File: config.mk
export PLATFORM = sky130hd
export DESIGN_NAME = instr_seq_flat
export DESIGN_NICKNAME = d
export VERILOG_FILES = /design/src/rtl/instr_seq_pkg.sv /design/src/rtl/instr_seq_if.sv /design/src/rtl/instr_ext_cnt.sv /design/src/rtl/instr_seq.sv /design/src/flat_wrapper.sv
export SDC_FILE = /design/constraint.sdc
export NUM_CORES = 1
export LEC_CHECK = 0
export CAP_MARGIN = 20
export CORE_MARGIN = 1
export CORE_UTILIZATION = 50
export CTS_CLUSTER_DIAMETER = 200
export DETAILED_ROUTE_END_ITERATION = 8
export PLACE_DENSITY = 0.95
export SLEW_MARGIN = 25
export SYNTH_ARGS = -nofsm -noshare
export SYNTH_HDL_FRONTEND = slang
export SYNTH_SLANG_ARGS = --single-unit
export TNS_END_PERCENT = 100
File: constraint.sdc
create_clock -name clk -period 2.6 [get_ports clk]
set_input_delay 0.39 -clock clk [delete_from_list [all_inputs] [get_ports clk]]
set_output_delay 0.39 -clock clk [all_outputs]
set_load 0.01 [all_outputs]
File: src/rtl/instr_seq_pkg.sv
// Shared definitions for the fetch/issue sequencer and the opcode classifier.
package instr_seq_pkg;

  // Instruction format codes as presented on the fmt output
  typedef enum logic [1:0] {
    FmtIllegal = 2'd0,
    FmtI       = 2'd1,
    FmtII      = 2'd2,
    FmtJ       = 2'd3
  } fmt_e;

  // Sequencer state encodings
  localparam logic [2:0] SeqIdle     = 3'd0;
  localparam logic [2:0] SeqFetchOp  = 3'd1;
  localparam logic [2:0] SeqFetchSrc = 3'd2;
  localparam logic [2:0] SeqFetchDst = 3'd3;
  localparam logic [2:0] SeqIssue    = 3'd4;

  // Register numbers with special source-operand meaning
  localparam logic [3:0] RegPc = 4'd0;
  localparam logic [3:0] RegSr = 4'd2;
  localparam logic [3:0] RegCg = 4'd3;

  // Source addressing modes (As field)
  localparam logic [1:0] AmReg  = 2'b00;
  localparam logic [1:0] AmIdx  = 2'b01;
  localparam logic [1:0] AmInd  = 2'b10;
  localparam logic [1:0] AmIncr = 2'b11;

  // Source operand needs an extension word: x(Rn)/&abs, or #imm via @PC+.
  // R3 is the constant generator in every mode; R2 only with As=10/11, so
  // As=01 with R2 (&abs) still needs its word.
  function automatic logic src_needs_word(logic [1:0] as_mode, logic [3:0] rs);
    return ((as_mode == AmIdx) && (rs != RegCg)) || ((as_mode == AmIncr) && (rs == RegPc));
  endfunction

endpackage

File: src/rtl/instr_seq_if.sv
// ROM-side fetch and execute-side issue signals of the instruction sequencer.
interface instr_seq_if;
  logic [15:0] mdb_in;
  logic        mdb_rdy;
  logic        fetch_req;
  logic        pc_inc;
  logic [15:0] instr;
  logic [15:0] src_ext;
  logic [15:0] dst_ext;
  logic [1:0]  fmt;
  logic [1:0]  n_ext;
  logic        illegal;
  logic        instr_valid;
  logic        instr_ready;
  logic        flush;

  // Sequencer side
  modport master (
    input  mdb_in, mdb_rdy, instr_ready, flush,
    output fetch_req, pc_inc, instr, src_ext, dst_ext, fmt, n_ext, illegal, instr_valid
  );

  // ROM / execute / environment side
  modport slave (
    output mdb_in, mdb_rdy, instr_ready, flush,
    input  fetch_req, pc_inc, instr, src_ext, dst_ext, fmt, n_ext, illegal, instr_valid
  );
endinterface

File: src/rtl/instr_ext_cnt.sv
// Combinational opcode classifier: format, illegal flag and extension-word needs.
module instr_ext_cnt
  import instr_seq_pkg::*;
(
  input  logic [15:0] opcode,
  output logic [1:0]  fmt,
  output logic        need_src,
  output logic        need_dst,
  output logic        illegal
);

  // Byte/word select does not affect instruction length
  logic unused_bw;
  assign unused_bw = opcode[6];

  // Classify by the top nibble, then look at the addressing fields
  always_comb begin
    fmt      = FmtIllegal;
    need_src = 1'b0;
    need_dst = 1'b0;
    illegal  = 1'b0;
    if (opcode[15:12] == 4'h0) begin
      illegal = 1'b1;
    end else if (opcode[15:12] == 4'h1) begin
      fmt      = FmtII;
      need_src = src_needs_word(opcode[5:4], opcode[3:0]);
    end else if (opcode[15:13] == 3'b001) begin
      fmt = FmtJ;
    end else begin
      fmt      = FmtI;
      need_src = src_needs_word(opcode[5:4], opcode[11:8]);
      need_dst = opcode[7];
    end
  end

endmodule

File: src/rtl/instr_seq.sv
// Fetch/issue sequencer: fetches opcode plus extension words from ROM and
// presents the complete instruction bundle to execute with valid/ready.
module instr_seq
  import instr_seq_pkg::*;
(
  input logic         clk,
  input logic         rst_n,
  instr_seq_if.master bus
);

  logic [2:0]  state_q, state_d;
  logic [15:0] instr_q, src_ext_q, dst_ext_q;
  logic [1:0]  fmt_q, n_ext_q;
  logic        illegal_q, need_dst_q;

  logic [1:0]  dec_fmt;
  logic        dec_need_src, dec_need_dst, dec_illegal;
  logic        fetching;

  instr_ext_cnt u_ext_cnt (
    .opcode   (bus.mdb_in),
    .fmt      (dec_fmt),
    .need_src (dec_need_src),
    .need_dst (dec_need_dst),
    .illegal  (dec_illegal)
  );

  // fetch_req and instr_valid depend on the registered state only
  assign fetching        = (state_q == SeqFetchOp) || (state_q == SeqFetchSrc) ||
                           (state_q == SeqFetchDst);
  assign bus.fetch_req   = fetching;
  assign bus.instr_valid = (state_q == SeqIssue);
  assign bus.pc_inc      = fetching & bus.mdb_rdy & ~bus.flush;
  assign bus.instr       = instr_q;
  assign bus.src_ext     = src_ext_q;
  assign bus.dst_ext     = dst_ext_q;
  assign bus.fmt         = fmt_q;
  assign bus.n_ext       = n_ext_q;
  assign bus.illegal     = illegal_q;

  // Next state; flush wins over any handshake in the same cycle
  always_comb begin
    state_d = state_q;
    if (bus.flush) begin
      state_d = SeqFetchOp;
    end else begin
      case (state_q)
        SeqIdle:     state_d = SeqFetchOp;
        SeqFetchOp:  if (bus.mdb_rdy) begin
                       state_d = dec_need_src ? SeqFetchSrc :
                                 dec_need_dst ? SeqFetchDst : SeqIssue;
                     end
        SeqFetchSrc: if (bus.mdb_rdy) state_d = need_dst_q ? SeqFetchDst : SeqIssue;
        SeqFetchDst: if (bus.mdb_rdy) state_d = SeqIssue;
        SeqIssue:    if (bus.instr_ready) state_d = SeqFetchOp;
        default:     state_d = SeqIdle;
      endcase
    end
  end

  // State register
  always_ff @(posedge clk or negedge rst_n) begin
    if (!rst_n) state_q <= SeqIdle;
    else        state_q <= state_d;
  end

  // Bundle registers, loaded only on an accepted (non-flushed) word
  always_ff @(posedge clk or negedge rst_n) begin
    if (!rst_n) begin
      instr_q    <= '0;
      src_ext_q  <= '0;
      dst_ext_q  <= '0;
      fmt_q      <= '0;
      n_ext_q    <= '0;
      illegal_q  <= 1'b0;
      need_dst_q <= 1'b0;
    end else if (bus.pc_inc) begin
      case (state_q)
        SeqFetchOp: begin
          instr_q    <= bus.mdb_in;
          src_ext_q  <= '0;
          dst_ext_q  <= '0;
          fmt_q      <= dec_fmt;
          n_ext_q    <= {1'b0, dec_need_src} + {1'b0, dec_need_dst};
          illegal_q  <= dec_illegal;
          need_dst_q <= dec_need_dst;
        end
        SeqFetchSrc: src_ext_q <= bus.mdb_in;
        SeqFetchDst: dst_ext_q <= bus.mdb_in;
        default: ;
      endcase
    end
  end

endmodule
File: src/flat_wrapper.sv
// flat-port wrapper written by rule: the top's interface ports become plain ports
module instr_seq_flat import instr_seq_pkg::*;
  (clk, rst_n, bus_mdb_in, bus_mdb_rdy, bus_instr_ready, bus_flush, bus_fetch_req, bus_pc_inc, bus_instr, bus_src_ext, bus_dst_ext, bus_fmt, bus_n_ext, bus_illegal, bus_instr_valid);
  instr_seq_if bus_i ();
  input logic clk;
  input logic rst_n;
  input wire logic [$bits(bus_i.mdb_in)-1:0] bus_mdb_in;
  input wire logic [$bits(bus_i.mdb_rdy)-1:0] bus_mdb_rdy;
  input wire logic [$bits(bus_i.instr_ready)-1:0] bus_instr_ready;
  input wire logic [$bits(bus_i.flush)-1:0] bus_flush;
  output wire logic [$bits(bus_i.fetch_req)-1:0] bus_fetch_req;
  output wire logic [$bits(bus_i.pc_inc)-1:0] bus_pc_inc;
  output wire logic [$bits(bus_i.instr)-1:0] bus_instr;
  output wire logic [$bits(bus_i.src_ext)-1:0] bus_src_ext;
  output wire logic [$bits(bus_i.dst_ext)-1:0] bus_dst_ext;
  output wire logic [$bits(bus_i.fmt)-1:0] bus_fmt;
  output wire logic [$bits(bus_i.n_ext)-1:0] bus_n_ext;
  output wire logic [$bits(bus_i.illegal)-1:0] bus_illegal;
  output wire logic [$bits(bus_i.instr_valid)-1:0] bus_instr_valid;
  assign bus_i.mdb_in = bus_mdb_in;
  assign bus_i.mdb_rdy = bus_mdb_rdy;
  assign bus_i.instr_ready = bus_instr_ready;
  assign bus_i.flush = bus_flush;
  assign bus_fetch_req = bus_i.fetch_req;
  assign bus_pc_inc = bus_i.pc_inc;
  assign bus_instr = bus_i.instr;
  assign bus_src_ext = bus_i.src_ext;
  assign bus_dst_ext = bus_i.dst_ext;
  assign bus_fmt = bus_i.fmt;
  assign bus_n_ext = bus_i.n_ext;
  assign bus_illegal = bus_i.illegal;
  assign bus_instr_valid = bus_i.instr_valid;
  instr_seq u_core (.clk(clk), .rst_n(rst_n), .bus(bus_i));
endmodule
==> insert_results.sql, run 1 <==
INSERT INTO impl_metrics (metric_group, metric, value, unit) VALUES
('clock_network', 'cts_h_tree_depth', '3', ''),
('hold_path', 'holdPathStages', '2', ''),
('synthesis', 'postSynthCellCount', '283', ''),
('power', 'p_leak', '1.60', 'nW'),
('timing', 'min_period', '2.45', 'ns'),
('placed_design', 'port-buffer-count', '76', ''),
('floorplan', 'die_y', '72.4', 'um'),
('clock_network', 'clock-sinks', '57', ''),
('floorplan', 'die_span_in_x', '72.4', 'um'),
('power', 'net-switching-power', '0.000693', 'W'),
('global_routing', 'global_route.usage.total', '28.7', '%'),
('worst_setup_path', 'critical_path.reg2reg.endpoint', 'u_core.bus.illegal$_DFFE_PN0P_', ''),
('worst_setup_path', 'reg2reg_from', 'u_core.state_q[2]$_DFFE_PN0P_', ''),
('final_layout', 'layout.filler_cells', '352', ''),
('final_layout', 'area_growth', '44.6', '%'),
('timing', 'finalClockSkew', '0.00290', 'ns'),
('power', 'power.share.switching', '27.5', '%'),
('timing', 'unrepaired_setup_endpoints_after_global_routing', 'no', ''),
('drt', 'iteration_count_of_the_initial_detailed_routing_pass', '4', ''),
('synthesis', 'synth_common_cells', '126 x nand2_1, 57 x dfrtp_1, 19 x o21ai_1', ''),
('final_layout', 'n_antenna_cell', '0', ''),
('synthesis', 'synth.avg_cell_area', '8.76', 'um^2'),
('timing', 'max_clock_freq', '408', 'MHz'),
('worst_setup_path', 'critical_path_required', '2.83', 'ns'),
('floorplan', 'floorplan.initialDensity', '52.1', '%'),
('clock_network', 'numCtsBuffers', '9', ''),
('power', 'p_int', '0.00182', 'W'),
('synthesis', 'yosysUniqueCellTypes', '31', ''),
('placed_design', 'gpl.final_weighted_congestion', '1.02', ''),
('timing', 'final_max_slew_viol_count', '0', ''),
('global_routing', 'pin_count_of_the_biggest_net_entering_global_routing', '41', ''),
('synthesis', 'synth_top_cells_by_area', 'dfrtp_1 58%, nand2_1 19%, o21ai_1 3.8%, o21ai_0 3.4%, buf_2 1.6%', ''),
('job', 'timing.max_cap.violations', '0', ''),
('floorplan', 'rows', '25', ''),
('worst_setup_path', 'end_kind', 'flop', ''),
('global_routing', 'overflow', '0', ''),
('drt', 'drc', '0', ''),
('floorplan', 'floorplan.die_area', '5240', 'um^2'),
('synthesis', 'yosys_top_cell_area_share', '57.5', '%'),
('worst_setup_path', 'timing.critical_path.arrival', '2.68', 'ns'),
('power', 'post-layout-total-power', '0.00252', 'W'),
('worst_setup_path', 'setup_slack_reg_to_reg', '0.84', 'ns'),
('synthesis', 'synth_edf_count', '0', ''),
('worst_setup_path', 'timing.reg2reg.worst_path_depth', '3', ''),
('timing', 'setup_ws', '0.151', 'ns'),
('clock_network', 'cts.root.buffer_cell', 'clkbuf_8', ''),
('global_routing', 'grt_pass1_wl', '11000', 'um'),
('run_status', 'status', 'complete, no violations', ''),
('worst_setup_path', 'setup.worst_path.end', 'u_core.state_q[2]$_DFFE_PN0P_', ''),
('synthesis', 'synth.net_count', '307', ''),
('timing', 'timing_hold_violations_final', '0', ''),
('timing', 'relSlewSlack', '44.2', '%'),
('synthesis', 'syn_area', '2480', 'um^2'),
('worst_setup_path', 'critPathLaunchType', 'primary input', ''),
('synthesis', 'yosysMostFrequentCell', 'nand2_1', ''),
('clock_network', 'clock_latency_of_the_later_clocked_register_in_the_worst_skew_pair', '0.34', 'ns'),
('floorplan', 'core-area', '4750', 'um^2'),
('synthesis', 'synth-seq-area-share', '57.5', '%'),
('timing', 'tightest_slew', '0.837', 'ns'),
('power', 'clockPowerShare', '36.5', '%'),
('timing', 'finalSetupViolations', '0', ''),
('drt', 'drt.antenna.violating_nets', '0', ''),
('power', 'seqPwrFrac', '42.2', '%'),
('hold_path', 'min-delay-path-class', 'reg -> reg', ''),
('placed_design', 'pre_cts_slack', '-0.175', 'ns'),
('synthesis', 'ys_warn_count', '0', ''),
('drt', 'vias', '2323', ''),
('timing', 'period_share', '94.2', '%'),
('clock_network', 'cts_setup_buffers', '0', ''),
('worst_setup_path', 'crit_path_class', 'in -> reg', ''),
('drt', 'detail_route.vias_per_cell', '5.29', '');
## critical path: stages
cell	delay, ns
clkdlybuf4s50_1	0.50
or4_4	0.57
a2111oi_4	0.39
a41oi_1	0.12
ha_1	0.23
nor2_1	0.15
o2bb2ai_1	0.10
a31oi_1	0.16
nor2_1	0.05
## per-layer routing
layer	vias up	wire length, um	GRT usage, %
met5	-	0	0
met2	93	3340	44.4
li1	1083	-	-
met3	18	424	5.83
met4	0	177	15.7
met1	1129	2850	38.1
## stage by stage
step	cells	instance area (um^2)	TNS, ns	hold WS [ns]
2_1_floorplan	283	2480	0	0.0944
3_3_place_gp	422	3340	-0.166	0.322
3_5_place_dp	422	3340	-0.290	0.343
4_1_cts	439	3570	0	0.478
5_1_grt	439	3580	0	0.512
6_report	439	3580	0	0.475
## layout make-up
cell class              instances  area [um^2]  area share, %
flip-flops and latches         57         1430           39.8
multi-input cells             203          961           26.8
repair buffers                 92          878           24.5
clock buffers                  11          141           3.94
well taps                      67         83.8           2.34
clock inverters                 5         78.8           2.20
inverters                       4         15.0          0.419
## sequential cells by signal (all words and copies together) (netlist names)
name,cells
u_core.bus.dst_ext,16
u_core.bus.src_ext,16
u_core.bus.fmt,2
u_core.need_dst_q,1
u_core.bus.illegal,1
u_core.bus.instr,16
u_core.bus.n_ext,2
u_core.state_q,3
## placed cells by master (no fill, tap or decap)
cell type / count
o21ai_0: 17
nor3b_1: 2
nor2_1: 8
clkbuf_8: 10
a41oi_1: 1
nand4bb_1: 1
clkinv_2: 2
buf_2: 1
clkinv_4: 1
dfrtp_1: 57
xor2_1: 1
a32oi_1: 1
o31ai_1: 2
nand3_1: 1
nand2b_1: 3
or2_1: 2
nor3_1: 2
ha_1: 3
nor2_4: 1
buf_4: 15
a2111oi_4: 1
clkdlybuf4s50_1: 75
a21oi_1: 3
or4_4: 1
o22ai_1: 1
clkbuf_1: 1
o2bb2ai_1: 1
o311ai_1: 1
a41o_1: 1
inv_1: 4
nand2_1: 126
and3_1: 2
a31oi_1: 1
o41ai_1: 1
o21ai_1: 19
dlygate4sd3_1: 1
bufinv_16: 2
## kinds of logic after synthesis
group / synth area share, %
xor gates and xnor gates: 0.353
and+or+nand+nor: 24.6
adders and majority gates: 1.51
AOI/OAI and AO/OA: 11.8
DFF: 57.5
buffers and inverters: 4.19
## worst min path at each step
| stage | startpoint | end |
|---|---|---|
| final | u_core.bus.instr[6]$_DFFE_PN0P_ | u_core.bus.instr[6]$_DFFE_PN0P_ |
| after global placement | rst_n | u_core.bus.src_ext[15]$_DFFE_PN0P_ |
| after global routing | u_core.bus.instr[4]$_DFFE_PN0P_ | u_core.bus.instr[4]$_DFFE_PN0P_ |
| after detailed placement | rst_n | u_core.bus.src_ext[0]$_DFFE_PN0P_ |
| after CTS | u_core.bus.instr[6]$_DFFE_PN0P_ | u_core.bus.instr[6]$_DFFE_PN0P_ |
| after floorplan | rst_n | u_core.bus.dst_ext[0]$_DFFE_PN0P_ |
## what timing repair did
action | 4_1_cts | 5_1_grt
hold endpoints to repair | 17 | 0
hold buffers | 1 | 0
resized for setup | 0 | 1
endpoints found under the setup margin | 0 | 1
## power groups by stage
stage               Combinational (W)  Sequential [W]  Clock (W)
CTS                          0.000537         0.00106   0.000929
finish                       0.000536         0.00106   0.000920
floorplan                    0.000172         0.00110          0
global route                 0.000585         0.00107   0.000967
detailed placement           0.000531         0.00107          0
global placement             0.000514         0.00107          0
(Power assumes the default switching activity.)
==> run 2, diff against run 1 <==
Settings changed: SLEW_MARGIN 25 to 40.
==> insert_results.sql, run 2 (synthesis results as in run 1) <==
INSERT INTO impl_metrics (metric_group, metric, value, unit) VALUES
('worst_setup_path', 'critical_path.reg2reg.endpoint', 'u_core.bus.fmt[0]$_DFFE_PN0P_', ''),
('clock_network', 'clock-sinks', '57', ''),
('final_layout', 'finalNetCount', '391', ''),
('global_routing', 'grt_pass1_wl', '11000', 'um'),
('power', 'seqPwrFrac', '42.2', '%'),
('timing', 'unrepaired_setup_endpoints_after_global_routing', 'no', ''),
('power', 'p_leak', '1.60', 'nW'),
('final_layout', 'mostFrequentLayoutCell', 'nand2_1', ''),
('worst_setup_path', 'setup_slack_reg_to_reg', '0.90', 'ns'),
('power', 'p_int', '0.00183', 'W'),
('hold_path', 'hold-path-endpoint', 'u_core.bus.instr[6]$_DFFE_PN0P_', ''),
('floorplan', 'die_y', '72.4', 'um'),
('final_layout', 'layout-drive-gt1-share', '9.41', '%'),
('floorplan', 'ios', '77', ''),
('worst_setup_path', 'critPathMaxFanout', '2', ''),
('timing', 'tightest_slew', '0.548', 'ns'),
('floorplan', 'die_span_in_x', '72.4', 'um'),
('timing', 'relSlewSlack', '63.5', '%'),
('hold_path', 'min-delay-path-class', 'reg -> reg', ''),
('drt', 'detail_route.vias_per_cell', '5.28', ''),
('power', 'clockPowerShare', '36.5', '%'),
('final_layout', 'n_antenna_cell', '0', ''),
('clock_network', 'cts_setup_buffers', '0', ''),
('final_layout', 'ff_latch_area', '1430', 'um^2'),
('floorplan', 'floorplan.initialDensity', '52.1', '%'),
('drt', 'final_routed_wire_length_divided_by_cell_count', '15.5', 'um'),
('worst_setup_path', 'critPathLaunchType', 'primary input', ''),
('final_layout', 'final_cell_count_no_fill', '439', ''),
('placed_design', 'dp.cells', '422', ''),
('clock_network', 'clockBufferDepth', '2', ''),
('hold_path', 'holdPathStages', '2', ''),
('floorplan', 'floorplan.die_area', '5240', 'um^2'),
('final_layout', 'most_frequent_cells_in_the_layout', '126 x nand2_1, 75 x clkdlybuf4s50_1, 57 x dfrtp_1', ''),
('drt', 'iteration_count_of_the_initial_detailed_routing_pass', '4', ''),
('global_routing', 'pin_count_of_the_biggest_net_entering_global_routing', '41', ''),
('floorplan', 'rows', '25', ''),
('power', 'power.density_cell_area', '702', 'nW/um^2'),
('worst_setup_path', 'timing.critical_path.arrival', '2.68', 'ns'),
('timing', 'min_period', '2.46', 'ns'),
('hold_path', 'worst_hold_startpoint', 'u_core.bus.instr[6]$_DFFE_PN0P_', ''),
('clock_network', 'numCtsBuffers', '9', ''),
('global_routing', 'grt_antenna_before_repair', '0', ''),
('placed_design', 'detailed_placement_hpwl', '4750', 'um'),
('drt', 'drt.antenna.violating_nets', '0', ''),
('power', 'power_frac_comb', '21.3', '%'),
('timing', 'finalClockSkew', '0.00481', 'ns'),
('clock_network', 'cts.root.buffer_cell', 'clkbuf_8', ''),
('power', 'power.share.switching', '27.5', '%'),
('timing', 'final_setup_tns', '0', 'ns'),
('final_layout', 'multiInputGateArea', '961', 'um^2'),
('timing', 'finalSetupViolations', '0', ''),
('timing', 'period_share', '94.4', '%'),
('timing', 'max_clock_freq', '407', 'MHz'),
('placed_design', 'port-buffer-count', '76', ''),
('global_routing', 'global_route.usage.total', '28.7', '%'),
('global_routing', 'overflow', '0', ''),
('timing', 'final_max_slew_viol_count', '0', ''),
('worst_setup_path', 'end_kind', 'flop', ''),
('clock_network', 'cts_tree', 'done', ''),
('power', 'vdd_ir_drop_max', '0.000543', 'V'),
('timing', 'timing_hold_violations_final', '0', ''),
('job', 'timing.max_cap.violations', '0', ''),
('final_layout', 'area_growth', '44.6', '%'),
('clock_network', 'clock_latency_of_the_later_clocked_register_in_the_worst_skew_pair', '0.34', 'ns'),
('drt', 'drt-initial-drc-count', '326', ''),
('placed_design', 'gpl.final_weighted_congestion', '1.02', ''),
('worst_setup_path', 'critical_path_required', '2.82', 'ns'),
('clock_network', 'clkSlewWorstSetupHoldPaths', '0.06', 'ns'),
('timing', 'setup_ws', '0.145', 'ns'),
('power', 'net-switching-power', '0.000691', 'W'),
('drt', 'drc', '0', ''),
('worst_setup_path', 'timing.reg2reg.worst_path_depth', '5', ''),
('worst_setup_path', 'reg2reg_from', 'u_core.state_q[2]$_DFFE_PN0P_', ''),
('worst_setup_path', 'crit_path_class', 'in -> reg', ''),
('floorplan', 'core-area', '4750', 'um^2'),
('drt', 'final_wirelength', '6800', 'um'),
('global_routing', 'grt_pass1_vias', '2278', ''),
('drt', 'vias', '2320', ''),
('final_layout', 'layout.filler_cells', '352', ''),
('run_status', 'status', 'complete, no violations', ''),
('clock_network', 'cts_h_tree_depth', '3', ''),
('placed_design', 'pre_cts_slack', '-0.175', 'ns');
## run 2: stage by stage
step                total power [W]  cell area, um^2  hold slack, ns  utilization, %
finish                      0.00252             3580           0.475            75.4
global route                0.00263             3580           0.512            75.4
CTS                         0.00253             3570           0.478            75.1
detailed placement          0.00160             3340           0.343            70.3
global placement            0.00158             3340           0.322            70.3
floorplan                   0.00128             2480          0.0944               -
## run 2: layout make-up
type	count	area share (%)
clock buffers	11	3.94
clock inverters	5	2.20
inverters	4	0.419
multi-input cells	203	26.8
flip-flops and latches	57	39.8
well taps	67	2.34
repair buffers	92	24.5
## run 2: worst max-delay path, stage by stage
cell and delay [ns]:
clkdlybuf4s50_1 0.49, or4_4 0.57, a2111oi_4 0.39, a41oi_1 0.12, ha_1 0.23, nor2_1 0.16
o2bb2ai_1 0.11, a31oi_1 0.16, nor2_1 0.05
## run 2: how the worst max path moves through the flow
stage                        startpoint                            end  slack (ns)
final                     bus_mdb_in[0]  u_core.state_q[2]$_DFFE_PN0P_        0.14
after global routing      bus_mdb_in[0]  u_core.state_q[2]$_DFFE_PN0P_        0.03
after CTS                 bus_mdb_in[0]  u_core.state_q[2]$_DFFE_PN0P_        0.16
after detailed placement  bus_mdb_in[0]  u_core.state_q[2]$_DFFE_PN0P_       -0.18
after global placement    bus_mdb_in[0]  u_core.state_q[2]$_DFFE_PN0P_       -0.12
after floorplan           bus_mdb_in[1]  u_core.state_q[2]$_DFFE_PN0P_        0.48
## run 2: repair_timing
| item | CTS | global route |
|---|---|---|
| gates resized for setup | 0 | 1 |
| hold endpoints to repair | 17 | 0 |
| setup endpoints to repair | 0 | 1 |
| hold buffers | 1 | 0 |
## run 2: power by group through the flow
stage	registers, W	logic, W	clock network (W)
after CTS	0.00106	0.000537	0.000929
after global placement	0.00107	0.000514	0
after global routing	0.00107	0.000586	0.000967
final	0.00106	0.000537	0.000919
after detailed placement	0.00107	0.000531	0
after floorplan	0.00110	0.000172	0
## run 2: metal layers
metal | wire (um) | GRT usage [%] | up-vias
li1 | - | - | 1080
met4 | 165 | 15.7 | 0
met5 | 0 | 0 | -
met2 | 3350 | 44.4 | 110
met1 | 2760 | 38.1 | 1116
met3 | 534 | 5.83 | 14
